`src/rtl/fetch_unit.sv`:
```
`default_nettype none
// ============================================================================
//  Module   : fetch_unit
//  Brief    : Sequential instruction fetch with a 2-entry {pc, instr} output
//             buffer, redirect/flush handling and a sticky misalign flag.
//  Revision : 1.0 - initial release
// ============================================================================
module fetch_unit #(
  parameter logic [31:0] RESET_PC = 32'h0000_0000
) (
  input  logic        clk,
  input  logic        reset,
  output logic [31:0] imem_addr,
  input  logic [31:0] imem_rdata,
  input  logic        redirect_valid,
  input  logic [31:0] redirect_pc,
  output logic        out_valid,
  input  logic        out_ready,
  output logic [31:0] out_instr,
  output logic [31:0] out_pc,
  output logic        misalign_err
);

  localparam logic [31:0] NOP_INSTR = 32'h0000_0013;

  // Architectural state: PC, occupancy and two buffer slots (slot 0 is head)
  logic [31:0] pc_q, pc_d;
  logic [1:0]  count_q, count_d;
  logic [31:0] pc0_q, pc0_d, instr0_q, instr0_d;
  logic [31:0] pc1_q, pc1_d, instr1_q, instr1_d;
  logic        misalign_q, misalign_d;

  logic w_pop;
  logic w_fetch;

  // Handshake and fetch decisions; out_valid depends on registered count only
  always_comb begin
    out_valid = (count_q != 2'd0);
    w_pop     = out_valid && out_ready;
    w_fetch   = !redirect_valid && ((count_q < 2'd2) || w_pop);
  end

  // Output drive: head entry, or NOP at address 0 when the buffer is empty
  always_comb begin
    imem_addr    = pc_q;
    misalign_err = misalign_q;
    if (count_q != 2'd0) begin
      out_instr = instr0_q;
      out_pc    = pc0_q;
    end else begin
      out_instr = NOP_INSTR;
      out_pc    = 32'h0000_0000;
    end
  end

  // Next-state: flush on redirect, otherwise in-order push/pop of the buffer
  always_comb begin
    pc_d       = pc_q;
    count_d    = count_q;
    pc0_d      = pc0_q;
    instr0_d   = instr0_q;
    pc1_d      = pc1_q;
    instr1_d   = instr1_q;
    misalign_d = misalign_q;

    if (redirect_valid) begin
      // Flush dominates; a pop in this cycle is simply dropped from the buffer
      count_d = 2'd0;
      pc_d    = {redirect_pc[31:2], 2'b00};
      if (redirect_pc[1:0] != 2'b00) begin
        misalign_d = 1'b1;
      end
    end else begin
      if (w_fetch) begin
        pc_d = pc_q + 32'd4;
      end
      unique case ({w_fetch, w_pop})
        2'b10: begin
          // Push only: fill the first free slot
          if (count_q == 2'd0) begin
            pc0_d    = pc_q;
            instr0_d = imem_rdata;
          end else begin
            pc1_d    = pc_q;
            instr1_d = imem_rdata;
          end
          count_d = count_q + 2'd1;
        end
        2'b01: begin
          // Pop only: advance slot 1 into the head
          pc0_d    = pc1_q;
          instr0_d = instr1_q;
          count_d  = count_q - 2'd1;
        end
        2'b11: begin
          // Push and pop together: occupancy unchanged, order preserved
          if (count_q == 2'd1) begin
            pc0_d    = pc_q;
            instr0_d = imem_rdata;
          end else begin
            pc0_d    = pc1_q;
            instr0_d = instr1_q;
            pc1_d    = pc_q;
            instr1_d = imem_rdata;
          end
        end
        default: begin
        end
      endcase
    end
  end

  // State registers with asynchronous reset back to RESET_PC and an empty buffer
  always_ff @(posedge clk or posedge reset) begin
    if (reset) begin
      pc_q       <= RESET_PC;
      count_q    <= 2'd0;
      pc0_q      <= 32'h0000_0000;
      instr0_q   <= 32'h0000_0000;
      pc1_q      <= 32'h0000_0000;
      instr1_q   <= 32'h0000_0000;
      misalign_q <= 1'b0;
    end else begin
      pc_q       <= pc_d;
      count_q    <= count_d;
      pc0_q      <= pc0_d;
      instr0_q   <= instr0_d;
      pc1_q      <= pc1_d;
      instr1_q   <= instr1_d;
      misalign_q <= misalign_d;
    end
  end

endmodule
`default_nettype wire

```
`config.mk`:
```
export PLATFORM = sky130hd
export DESIGN_NAME = fetch_unit
export DESIGN_NICKNAME = d
export VERILOG_FILES = /design/src/rtl/fetch_unit.sv
export SDC_FILE = /design/constraint.sdc
export NUM_CORES = 1
export LEC_CHECK = 0
export BUFFER_PORTS_ARGS = -buffer_cell sky130_fd_sc_hd__buf_2
export CORE_MARGIN = 1
export CORE_UTILIZATION = 40
export CTS_CLUSTER_DIAMETER = 100
export DETAILED_ROUTE_END_ITERATION = 8
export PLACE_DENSITY_LB_ADDON = 0.05
export SLEW_MARGIN = 10
export SYNTH_ARGS = -nofsm -noshare
export SYNTH_HDL_FRONTEND = slang
export SYNTH_SLANG_ARGS = --single-unit
```
`constraint.sdc`:
```
create_clock -name clk -period 4.4 [get_ports clk]
set_input_delay 0.44 -clock clk [delete_from_list [all_inputs] [get_ports clk]]
set_output_delay 0.44 -clock clk [all_outputs]
set_load 0.005 [all_outputs]
```
# Yosys cells after proc, flatten, opt, wreduce, memory -nomap -nowiden
# Cells that the tools add are included.
[totals]
ff_bits = 163
input_bits = 68
output_inout_bits = 98
elab_cells = 51
[classes]
addsub = 3
n_lt_le_gt_ge = 1
eq_ne = 7
n_mux = 18
bitwise_logic = 1
n_reduce_logical = 14
[op_table]
columns = ["op", "count"]
rows = [
  ["two-way mux 32 bit", 12],
  ["case mux 32 bit (3 select lines)", 2],
  ["case mux 32 bit (2 select lines)", 2],
  ["adder 32 x 3 -> 32 bit (second input constant)", 1],
  ["nonzero test 2 bit", 4],
  ["!= test 2 bit (second input constant)", 3],
  ["nonzero test 3 bit", 2],
  ["equality test 2 x 1 -> 1 bit (second input constant)", 2],
  ["equality test 2 bit (second input constant)", 2],
  ["case mux 2 bit (2 select lines)", 1],
  ["AND reduction 4 bit", 1],
  ["AND reduction 3 bit", 1],
  ["adder 2 x 1 -> 2 bit (second input constant)", 1],
  ["logical AND 1 bit", 2],
  ["logical NOT 2 bit", 1],
  ["less-than comparator 2 bit (second input constant)", 1],
  ["two-way mux 2 bit", 1],
  ["AND reduction 2 bit", 1],
  ["subtractor 2 x 1 -> 2 bit (second input constant)", 1],
  ["logical NOT 1 bit", 1],
  ["logical OR 1 bit", 1],
  ["NOT 1 bit", 1],
]

# Depth between registers and ports, before layout
[depth]
depth_word = 7
ltp_mapped = 9
depth_no_buf = 7

# Worst setup path after synthesis
# No wires, ideal clock.
[synth_path]
kind = "flip-flop to output port"
from = "reg count_q[1]"
to = "out out_instr[0]"
arrival_time_ps = 1568
required_ps = 3960
path_slack_ps = 2392
stages_incl_launch_ff = 7
n_path_buf = 3
cell_sequence = "dfrtp_1 buf_2 inv_2 ha_1 clkbuf_1 clkbuf_1 or2_2"
[synth_via]
elab_chain_cells = 2
[synth_lines]
columns = ["item", "line_no", "rtl"]
rows = [
  ["start, declared", "28", "logic [1:0] count_q, count_d;"],
  ["start signal, assigned", "125", "count_q <= count_d;"],
  ["nonzero test 2 bit", "47", "if (count_q != 2'd0) begin"],
  ["two-way mux 32 bit", "47", ""],
  ["end, declared", "19", "output logic [31:0] out_instr,"],
]
# Every way passes these cells.

# Worst setup path after layout
[layout_path]
from = "reg count_q[1]"
to = "reg instr1_q[9]"
[layout_via]
elab_chain_cells = 7
word_cells_on_any_way = 14
cone_classes = "1 x order compare; 5 x eq/ne; 1 x mux; 7 x reduce/logical"
[layout_lines]
columns = ["item", "line_no", "rtl"]
rows = [
  ["branches (longest 7 deep; another with less-than comparator 2 bit)", "n/a", ""],
  ["end signal, assigned", "129", "instr1_q <= instr1_d;"],
  ["end, declared", "30", "logic [31:0] pc1_q, pc1_d, instr1_q, instr1_d;"],
]
# Several ways; the timed one is not identified.
# A chain may end at the register's enable or synchronous reset.

==> impl_metrics.json <==
{
  "p_leak_nw": 4.41,
  "hold_path.class": "in -> reg",
  "cts_sinks": 158,
  "slew_violations": 0,
  "antenna_left": 0,
  "dp_cells": 1049,
  "ys_ff_latch": 158,
  "finalClockSkew_ns": 0.00798,
  "vias_per_cell": 5.04,
  "totalWireLength_um": 17600,
  "dp_slack_ns": 1.33,
  "io-pin-count": 166,
  "numCtsBuffers": 17,
  "fin_cells": 1077,
  "drv_cap": 0,
  "path_class": "reg -> reg",
  "antenna_found_initial": 0,
  "die_height_um": 140,
  "routedWlPerCell_um": 16.4,
  "drt_iter0_markers": 184,
  "avgSynthCellArea_um2": 11.0,
  "clkTransAtPathRegs_ns": 0.06,
  "fin_setup_tns_ns": 0,
  "post-cts-setup-buffers": 0,
  "overflow": 0,
  "root_buffer": "clkbuf_16",
  "outcome": "complete, no violations",
  "area_delta_synth_final_pct": 20.0,
  "ys.warnings.count": 0,
  "finalWorstSetupSlack_ns": 1.38,
  "core_um2": 18600,
  "ctsLongestPathBuffers": 2,
  "ctsHoldBuffers": 0,
  "rsz0062_at_grt": "no",
  "die_w_um": 140,
  "p_per_area_nw_per_um2": 687,
  "syn_inst": 692,
  "synth_area_um2": 7590,
  "via_count": 5427,
  "drive_gt1_frac": 0.326,
  "hold_violations": 0,
  "max_slew_margin": 0.438,
  "timing.final.crit_share": 0.687,
  "grtUsageTotal": 0.191,
  "io_buffers": 163,
  "grt_pass1_vias": 5545,
  "nets": 905,
  "grt_pass1_wl_um": 29200,
  "htree_levels": 4,
  "path_max_fanout": 61,
  "end_kind": "flop",
  "diodes": 0,
  "clock_latency_ns": 0.42,
  "synthDistinctLibCells": 41,
  "ir_drop_uv": 299,
  "worstPathRequired_ns": 4.70,
  "start_kind": "flop",
  "grt_max_degree": 159,
  "die_area_um2": 19500,
  "maxClockFrequency_mhz": 331,
  "cts_tree": "built",
  "rows": 50,
  "post_cts_resized": 0,
  "routabilityCongestion": 0.728,
  "report.final.setup_viol": 0,
  "critPathArrivalTime_ns": 3.32,
  "drc": 0,
  "seq_area_frac_synth": 0.521,
  "dr.pass1.iters": 4,
  "tightest_slew_ns": 0.842,
  "dp_hpwl_um": 11800,
  "finalCriticalPeriod_ns": 3.02,
  "initial_utilization": 0.407
}
## cell usage in the layout, fill, tap and decap left out, drive strengths merged
cell type	synthesis	routed
a2111oi	2	2
nand3	9	9
and2	4	4
nand4	13	13
a211oi	1	1
a21oi	67	67
nor2b	61	61
o211ai	1	1
bufinv	0	2
dfrtp	158	158
nor4	1	1
buf	28	171
clkbuf	21	22
o2111ai	1	1
nor2	66	66
xor2	19	19
o21ai	35	35
nor3	2	2
xnor2	10	10
mux2i	63	63
mux2	60	60
clkinvlp	0	2
and3	6	6
nand2	41	41
nand2b	2	2
clkinv	0	2
or2	3	3
ha	3	3
inv	7	7
and4	6	6
conb	1	2
and2b	1	1
## per-stage QoR
stage	total power [mW]	util	hold WS, ns	cell area [um^2]
after floorplan	4.10	-	0.449	7600
after global placement	4.85	0.459	0.446	8550
after detailed placement	4.92	0.459	0.447	8550
after CTS	6.36	0.489	0.207	9110
after global routing	6.73	0.489	0.213	9110
final	6.26	0.489	0.226	9110
## worst max-delay path, stage by stage (launching register included)
cell and delay, ns:
dfrtp_1 0.51, inv_2 0.21, ha_2 0.29, buf_4 0.61, nor2_1 0.17, o211ai_4 0.27
buf_4 0.45, mux2_2 0.39
## flip-flops by register name, indices dropped and copies added, names as in the netlist
register,flops
instr0_q,32
imem_addr,30
instr1_q,32
pc0_q,31
count_q,2
misalign_err,1
pc1_q,30
## synthesized netlist by cell type (all sizes together)
cell type	instances	area share
conb	1	0.00049
nand2b	2	0.0016
nand2	41	0.020
nand3	9	0.0059
dfrtp	158	0.52
a211oi	1	0.00099
a2111oi	2	0.0056
and4	6	0.0076
ha	3	0.0049
mux2	60	0.089
xnor2	10	0.012
xor2	19	0.022
and3	6	0.0049
or2	3	0.0025
o211ai	1	0.0028
nor2b	61	0.050
and2b	1	0.00099
a21oi	67	0.045
nand4	13	0.013
and2	4	0.0033
o21ai	35	0.024
nor3	2	0.0020
nor4	1	0.0016
o2111ai	1	0.0035
buf	28	0.025
clkbuf	21	0.010
mux2i	63	0.083
nor2	66	0.033
inv	7	0.0035
## layer usage
metal	up-vias	track usage	routed length, um
met5	-	0	0
met4	0	0.0468	129
met3	13	0.0440	768
met2	119	0.320	8670
met1	2656	0.249	8050
li1	2639	-	-
## report_power, final
group,total (mW),leakage [nW],switching (mW),internal [mW]
combinational,2.42,2.28,1.24,1.18
clock,1.42,0.274,0.554,0.868
sequential,2.42,1.85,0.343,2.08
total,6.26,4.41,2.14,4.12
## cell type report
cell class | count | area (um^2)
fillers | 1799 | 9530
well taps | 234 | 293
clock inverters | 6 | 86.3
repair buffers | 171 | 913
clock buffers | 22 | 474
multi-input cells | 479 | 3360
inverters | 7 | 30.0
flip-flops and latches | 158 | 3950
## logic make-up after synthesis
group           after synthesis  synth area share
fa+ha+maj                     3           0.00495
xor+xnor                     29            0.0335
mux                         123             0.172
flops                       158             0.521
buf+inv                      56            0.0392
simple gates                215             0.147
compound gates              107            0.0816
other cells                   1          0.000494
## final timing paths
check                           cells past startpoint                      from  slack, ns                        to
worst max-delay path                                7    count_q[1]$_DFFE_PP0P_       1.38   instr1_q[9]$_DFFE_PP0P_
worst max register to register                      7    count_q[1]$_DFFE_PP0P_       1.38   instr1_q[9]$_DFFE_PP0P_
min in group asynchronous                           3                     reset       0.28  imem_addr[2]$_DFFE_PP0P_
worst min-delay path                                3            redirect_pc[7]       0.23  imem_addr[7]$_DFFE_PP0P_
worst min register to register                      1  misalign_err$_DFFE_PP0P_       0.46  misalign_err$_DFFE_PP0P_
max in group asynchronous                           3                     reset       3.52  instr1_q[10]$_DFFE_PP0P_
No activity file was read; power rests on OpenSTA's default activity.
